## src/rtl/irq_ctrl_pkg.sv

```systemverilog
// Shared register map, FSM state encoding and CAUSE field layout for irq_ctrl.
package irq_ctrl_pkg;

  localparam logic [31:0] OFF_MASK    = 32'h0;
  localparam logic [31:0] OFF_PENDING = 32'h4;
  localparam logic [31:0] OFF_CAUSE   = 32'h8;
  localparam logic [31:0] OFF_COUNT   = 32'hC;

  localparam int CAUSE_VALID_BIT = 31;
  localparam int CAUSE_IDX_W     = 3;
  localparam int COUNT_W         = 16;

  typedef enum logic [1:0] {
    IDLE    = 2'd0,
    REQ     = 2'd1,
    SERVICE = 2'd2
  } state_e;

  function automatic logic [31:0] cause_word(input logic valid,
                                             input logic [CAUSE_IDX_W-1:0] idx);
    logic [31:0] w;
    w = '0;
    w[CAUSE_VALID_BIT] = valid;
    w[CAUSE_IDX_W-1:0] = idx;
    return w;
  endfunction

endpackage

```

## src/rtl/irq_prio_enc.sv

```systemverilog
// Combinational fixed-priority encoder: lowest set index wins, index 0 highest.
module irq_prio_enc
  import irq_ctrl_pkg::*;
#(
  parameter int N = 4
) (
  input  logic [N-1:0]           req_i,
  output logic [CAUSE_IDX_W-1:0] idx_o,
  output logic                   vld_o
);

  // Scanning downward lets the lowest set bit be the last assignment.
  always_comb begin
    idx_o = '0;
    vld_o = 1'b0;
    for (int i = N - 1; i >= 0; i--) begin
      if (req_i[i]) begin
        idx_o = i[CAUSE_IDX_W-1:0];
        vld_o = 1'b1;
      end
    end
  end

endmodule

```

## src/rtl/irq_ctrl.sv

```systemverilog
// Edge-triggered interrupt controller with MASK/PENDING/CAUSE/COUNT registers and IDLE/REQ/SERVICE handshake.
// Build option IRQ_CTRL_COUNT_EN adds a saturating 16-bit serviced-interrupt counter.
module irq_ctrl
  import irq_ctrl_pkg::*;
#(
  parameter int          N_SRC     = 4,
  parameter logic [31:0] BASE_ADDR = 32'h4000_0030
) (
  input  logic             clk,
  input  logic             reset,
  input  logic [N_SRC-1:0] irq_src,
  input  logic             core,
  input  logic             mem_wr,
  input  logic             mem_rd,
  input  logic [31:0]      addr,
  input  logic [31:0]      wdata,
  output logic [31:0]      rdata,
  output logic             irq
);

  state_e                 state_q, state_d;
  logic [N_SRC-1:0]       src_q, pend_q, pend_d, mask_q, mask_d, w1c, active;
  logic                   cause_vld_q, cause_vld_d;
  logic [CAUSE_IDX_W-1:0] cause_idx_q, cause_idx_d, win_idx;
  logic                   irq_q, irq_d;
  logic                   win_vld;
  logic [31:0]            off, count_rd;
  logic                   unused_wdata;

  assign off          = addr - BASE_ADDR;
  assign w1c          = (mem_wr && off == OFF_PENDING) ? wdata[N_SRC-1:0] : '0;
  // New edges are OR-ed in after the clear so a same-cycle set wins.
  assign pend_d       = (pend_q & ~w1c) | (irq_src & ~src_q);
  assign mask_d       = (mem_wr && off == OFF_MASK) ? wdata[N_SRC-1:0] : mask_q;
  assign active       = pend_q & mask_q;
  assign unused_wdata = ^wdata;
  assign irq          = irq_q;

  irq_prio_enc #(.N(N_SRC)) u_prio (
    .req_i (active),
    .idx_o (win_idx),
    .vld_o (win_vld)
  );

  always_comb begin
    state_d     = state_q;
    irq_d       = irq_q;
    cause_vld_d = cause_vld_q;
    cause_idx_d = cause_idx_q;
    case (state_q)
      IDLE: begin
        if (win_vld && !core) begin
          state_d     = REQ;
          irq_d       = 1'b1;
          cause_vld_d = 1'b1;
          cause_idx_d = win_idx;
        end
      end
      // MASK changes are ignored here: a raised request always completes.
      REQ: begin
        if (core) begin
          state_d = SERVICE;
          irq_d   = 1'b0;
        end
      end
      SERVICE: begin
        if (!core) begin
          state_d     = IDLE;
          cause_vld_d = 1'b0;
        end
      end
      default: begin
        state_d = IDLE;
        irq_d   = 1'b0;
      end
    endcase
  end

  always_ff @(posedge clk or posedge reset) begin
    if (reset) begin
      state_q     <= IDLE;
      src_q       <= '0;
      pend_q      <= '0;
      mask_q      <= '0;
      cause_vld_q <= 1'b0;
      cause_idx_q <= '0;
      irq_q       <= 1'b0;
    end else begin
      state_q     <= state_d;
      src_q       <= irq_src;
      pend_q      <= pend_d;
      mask_q      <= mask_d;
      cause_vld_q <= cause_vld_d;
      cause_idx_q <= cause_idx_d;
      irq_q       <= irq_d;
    end
  end

`ifdef IRQ_CTRL_COUNT_EN
  logic [COUNT_W-1:0] count_q, count_d;

  always_comb begin
    count_d = count_q;
    if (state_q == REQ && core && count_q != '1) begin
      count_d = count_q + COUNT_W'(1);
    end
  end

  always_ff @(posedge clk or posedge reset) begin
    if (reset) begin
      count_q <= '0;
    end else begin
      count_q <= count_d;
    end
  end

  assign count_rd = 32'(count_q);
`else
  assign count_rd = '0;
`endif

  always_comb begin
    rdata = '0;
    if (mem_rd) begin
      case (off)
        OFF_MASK:    rdata = 32'(mask_q);
        OFF_PENDING: rdata = 32'(pend_q);
        OFF_CAUSE:   rdata = cause_word(cause_vld_q, cause_idx_q);
        OFF_COUNT:   rdata = count_rd;
        default:     rdata = '0;
      endcase
    end
  end

endmodule

```

## config.mk

```make
export PLATFORM = sky130hd
export DESIGN_NAME = irq_ctrl
export DESIGN_NICKNAME = d
export VERILOG_FILES = /design/src/rtl/irq_ctrl_pkg.sv /design/src/rtl/irq_prio_enc.sv /design/src/rtl/irq_ctrl.sv
export SDC_FILE = /design/constraint.sdc
export NUM_CORES = 1
export LEC_CHECK = 0
export BUFFER_PORTS_ARGS = -buffer_cell sky130_fd_sc_hd__buf_2
export CAP_MARGIN = 40
export CORE_UTILIZATION = 38
export DETAILED_ROUTE_END_ITERATION = 10
export PLACE_DENSITY_LB_ADDON = 0.05
export SLEW_MARGIN = 0
export SYNTH_ARGS = -nofsm -noshare
export SYNTH_HDL_FRONTEND = slang
export SYNTH_SLANG_ARGS = --single-unit
```

## constraint.sdc

```tcl
create_clock -name clk -period 2.4 [get_ports clk]
set_input_delay 0.24 -clock clk [delete_from_list [all_inputs] [get_ports clk]]
set_output_delay 0.24 -clock clk [all_outputs]
set_load 0.02 [all_outputs]
```

Yosys cells after proc, flatten, opt, wreduce, memory -nomap -nowiden
Cells that the tools add are included.
{ "op_classes": {"addsub": 1, "eq_ne": 7, "muxes": 20, "n_bitwise": 7, "n_reduce_logical": 11} }
{ "op_table": {"columns": ["cell", "n"], "rows": [
  ["32-bit case mux with 3 select lines", 1],
  ["32-bit by 3-bit == test with 1-bit output (second input constant)", 1],
  ["32-bit by 4-bit == test with 1-bit output (second input constant)", 1],
  ["32-bit zero test", 1],
  ["32-bit 2-to-1 mux", 1],
  ["32-bit by 31-bit subtractor with 32-bit output (second input constant)", 1],
  ["2-bit 2-to-1 mux", 7],
  ["4-bit AND", 3],
  ["3-bit AND reduction", 3],
  ["4-bit inverter", 2],
  ["1-bit 2-to-1 mux", 7],
  ["2-bit != test (second input constant)", 3],
  ["2-bit case mux with 3 select lines", 1],
  ["4-bit 2-to-1 mux", 1],
  ["4-bit bitwise OR", 1],
  ["1-bit logical AND", 3],
  ["1-bit case mux with 3 select lines", 1],
  ["2-bit by 1-bit == test with 1-bit output (second input constant)", 1],
  ["2-bit == test (second input constant)", 1],
  ["2-bit zero test", 1],
  ["1-bit case mux with 2 select lines", 1],
  ["2-bit AND reduction", 1],
  ["2-bit nonzero test", 1],
  ["1-bit zero test", 1],
  ["1-bit inverter", 1]
]} }
{ "totals": {"ff_bits": 19, "inputBits": 73, "out_inout_bits": 33, "elab_cells": 53} }

Depth between registers and ports, before layout
{ "depth": {"word_depth": 8, "depth_mapped": 5, "depth_no_buf": 5} }

Cells and area by module
Synthesis repeated with hierarchy kept, for this count alone.
{ "hier_totals": {"cells_unflattened": 131, "hier_area_um2": 1221.2} }
{ "by_module_without_submodules": {"columns": ["mod", "n_inst", "cells_per_inst", "area_each_um2"], "rows": [
  ["irq_ctrl", 1, 122, 1174.9],
  ["irq_prio_enc", 1, 9, 46.3]
]} }

Least setup slack after synthesis
No wires, ideal clock.
{ "synth_path": {"kind": "input to output", "startpoint": "input port addr[10]", "endpoint": "output port rdata[2]", "arrival_time_ns": 2.027, "required_time_ns": 2.160, "setup_slack_ns": 0.133, "path_stages": 5, "path_buffers": 0, "path_cell_list": "nor4_2 > nand4_1 > or4_4 > a21boi_0 > nor3b_1"} }
{ "synth_via": {"elab_chain_cells": 4} }
{ "synth_rtl": {"columns": ["item", "line_no", "source"], "rows": [
  ["from (decl)", "irq_ctrl.sv:15", "input logic [31:0] addr,"],
  ["32-bit by 31-bit subtractor with 32-bit output (*)", "irq_ctrl.sv:30", "assign off = addr - BASE_ADDR;"],
  ["32-bit by 4-bit == test with 1-bit output, or another cell as far along", "irq_ctrl.sv:125", "case (off)"],
  ["32-bit case mux with 3 select lines (*)", "irq_ctrl.sv:125", null],
  ["32-bit 2-to-1 mux (*)", "irq_ctrl.sv:124", "if (mem_rd) begin"],
  ["to (decl)", "irq_ctrl.sv:17", "output logic [31:0] rdata,"]
]} }
Mark *: on every way between the ends. The rest lies on a longest branch, timed or not.

Worst setup path after layout
{ "layout_path": {"startpoint": "input port addr[18]", "endpoint": "output port rdata[3]"} }
The elaborated chain is that of the path after synthesis.

==> impl_metrics.ini <==
[detailed_routing]
detail_route.wirelength_mm = 2.47
detailedRoute.firstIterationViolations = 32
avg_vias_per_cell = 4.50
post_drt_wl_per_cell_um = 10.8
via_count = 1031
drtPass1Iterations = 4
drcViolationCount = 0
ant_nets = 0

[yosys]
post_synth_main_area_contributors = sky130_fd_sc_hd__dfrtp_1, sky130_fd_sc_hd__buf_4, sky130_fd_sc_hd__a221o_1
synth.yosys.warnings = 0
synth_cells = 130
netlist.area_leader.share_pct = 36.6
netlist.top_cell.by_area = sky130_fd_sc_hd__dfrtp_1
netlist_area_um2 = 1230
synthDistinctLibCells = 36
ys_ff_latch = 18
avgSynthCellArea_um2 = 9.46
synth_sequential_area_ratio_pct = 36.6

[setup_path]
rr_startpoint = pend_q[0]$_DFF_PP0_
cp-start-kind = primary input
endpoint_kind = primary output
r2r_cells = 5
worstSetupStartpoint = addr[18]
worstReg2RegEnd = cause_idx_q[0]$_DFFE_PP0P_
timing.setup.critical_path_class = primary input to primary output
setup.reg_to_reg.worst_slack_ps = 950
cp.required_ps = 2160
path_max_fanout = 5
cp_data_arrival_time_ps = 1980

[die]
num_io_pins = 106
std_cell_rows = 20
die_area_um2 = 3470
die_x_um = 58.9
core_area_um2 = 3050
starting_density_pct = 40.3
die_y_um = 58.9

[clocking]
cts_made_buffers = 3
clock_tree_from_tritoncts = built
cts-root-to-sink-buffers = 2
cts-root-buf = sky130_fd_sc_hd__clkbuf_4
cts_setup_buffers = 0
cts_num_sinks = 18
clock_latency_ps = 290
h-tree-depth = 1
clk_transition_reported_paths_ps = 100

[run_status]
outcome = finished clean

[grt]
gr-usage-all-layers_pct = 14.9
grt_start_max_net_pins = 19
initial_antenna_violation_count = 0
grt_pass1_wl_mm = 3.93
grt-ovfl-total = 0
first_global_vias = 899

[layout]
final_cells = 229
mostFrequentLayoutCells = sky130_fd_sc_hd__buf_2, sky130_fd_sc_hd__conb_1, sky130_fd_sc_hd__dfrtp_1
most_common_library_cell_in_the_layout_ignoring_fill_and_taps = sky130_fd_sc_hd__buf_2
antenna_cells_inserted = 0
areaGrowthSynthToFinish_pct = 21.0
multi_input_area_um2 = 657
layout.filler_cells = 317
finalNetCount = 260
layout.area.seq_um2 = 450
share_of_layout_cells_above_drive_strength_1_pct = 36.8

[timing]
tightestPinTransition_ps = 671
relSlewSlack_pct = 55.2
period_needed_ps = 2220
clock_skew_ps = 0.545
final.setup.tns_ps = 0
rsz_0062_raised_after_global_routing = false
final-hold-violation-count = 0
setup_viol = 0
max_freq_mhz = 450
timing_max_transition_violations_final = 0
finalHoldWorstSlack_ps = 32.5
post-route-period-util_pct = 92.6

[worst_hold_path]
worstHoldPathType = primary input to asynchronous set/reset pin

[power_and_ir_drop]
p_leak_nw = 0.750
vdd.ir_drop.worst_uv = 225
power.density_cell_area_nw_per_um2 = 413

[place]
dp_hpwl_mm = 2.04
gp_congestion = 0.814
port_buffers = 50
numPlacedInstances = 226

[run]
cap_viol_max_count = 0
-- cells by family after synthesis --
kind of cell	synth area share (%)
AOI/OAI and AO/OA	14.5
other	0.305
DFF	36.6
buffers and inverters	18.6
and+or+nand+nor	21.6
xor gates and xnor gates	1.42
muxes	6.92
-- stage by stage --
stage | worst slack (ps) | power (mW) | area (um2) | util, %
finish | 178 | 0.614 | 1490 | 48.7
global route | 34.4 | 0.643 | 1490 | 48.7
CTS | 99.4 | 0.619 | 1480 | 48.4
detailed placement | 80.6 | 0.473 | 1460 | 47.7
global placement | 93.4 | 0.469 | 1460 | 47.7
floorplan | 133 | 0.445 | 1330 | -
-- where the power goes --
part	switching (mW)	total, mW	internal, mW
Combinational	0.0960	0.145	0.0486
Clock	0.0887	0.147	0.0583
Sequential	0.00659	0.322	0.316
-- cell type report --
class,count,share of cell area [%]
inverters,6,1.51
flip-flops and latches,18,30.3
well taps,44,3.70
clock buffers,3,1.51
multi-input cells,104,44.2
repair buffers,54,18.8
-- timing repair --
| action | 4_1_cts | 5_1_grt |
|---|---|---|
| endpoints found under the setup margin | 0 | 5 |
| hold buffers | 0 | 0 |
| gates resized for setup | 0 | 2 |
-- sequential cells by signal, indices dropped and copies added (netlist names) --
name         flops
cause_idx_q      2
cause_vld_q      1
irq              1
mask_q           4
pend_q           4
src_q            4
state_q          2
-- worst max-delay path by stage --
stage,to,slack (ps),depth (start not counted)
after floorplan,rdata[2],130,5
after global placement,pend_q[3]$_DFF_PP0_,90,7
after detailed placement,pend_q[0]$_DFF_PP0_,80,7
after CTS,rdata[3],100,8
after global routing,rdata[2],30,8
final,rdata[3],180,8
-- synth_stat cells --
cell type                  instances
sky130_fd_sc_hd__a2111o_1          1
sky130_fd_sc_hd__a211oi_1          1
sky130_fd_sc_hd__a211oi_2          1
sky130_fd_sc_hd__a21boi_0          1
sky130_fd_sc_hd__a21o_1            1
sky130_fd_sc_hd__a21oi_1           5
sky130_fd_sc_hd__a221o_1           5
sky130_fd_sc_hd__a22o_1            1
sky130_fd_sc_hd__a32oi_1           2
sky130_fd_sc_hd__and2_0            1
sky130_fd_sc_hd__and2_1            3
sky130_fd_sc_hd__and3_1            1
sky130_fd_sc_hd__buf_4            27
sky130_fd_sc_hd__clkbuf_1          1
sky130_fd_sc_hd__conb_1            1
sky130_fd_sc_hd__dfrtp_1          18
sky130_fd_sc_hd__inv_1             6
sky130_fd_sc_hd__mux2_2            4
sky130_fd_sc_hd__mux2i_1           4
sky130_fd_sc_hd__nand2_1           9
sky130_fd_sc_hd__nand3_1           2
sky130_fd_sc_hd__nand3b_1          1
sky130_fd_sc_hd__nand4_1           1
sky130_fd_sc_hd__nor2_1            8
sky130_fd_sc_hd__nor2b_1           6
sky130_fd_sc_hd__nor3_1            3
sky130_fd_sc_hd__nor3b_1           2
sky130_fd_sc_hd__nor4_1            1
sky130_fd_sc_hd__nor4_2            2
sky130_fd_sc_hd__nor4_4            1
sky130_fd_sc_hd__o21a_1            1
sky130_fd_sc_hd__o21ai_0           3
sky130_fd_sc_hd__o311ai_0          1
sky130_fd_sc_hd__or3_2             2
sky130_fd_sc_hd__or4_4             1
sky130_fd_sc_hd__xor2_1            2
-- worst max-delay path, cell delays in order --
cell	delay, ps
sky130_fd_sc_hd__buf_2	110
sky130_fd_sc_hd__nor4_4	300
sky130_fd_sc_hd__nand2_1	90
sky130_fd_sc_hd__or4_4	560
sky130_fd_sc_hd__a21boi_1	170
sky130_fd_sc_hd__buf_4	150
sky130_fd_sc_hd__nor3b_1	160
sky130_fd_sc_hd__buf_2	190
-- routing by layer --
| metal | wire (um) | vias up | GRT usage, % |
|---|---|---|---|
| met5 | 0 | - | 0 |
| met4 | 0 | 0 | 4.08 |
| met3 | 202 | 0 | 1.32 |
| met2 | 1180 | 51 | 26.3 |
| met1 | 1100 | 459 | 19.3 |
| li1 | - | 521 | - |
No activity file was read; power rests on OpenSTA's default activity.
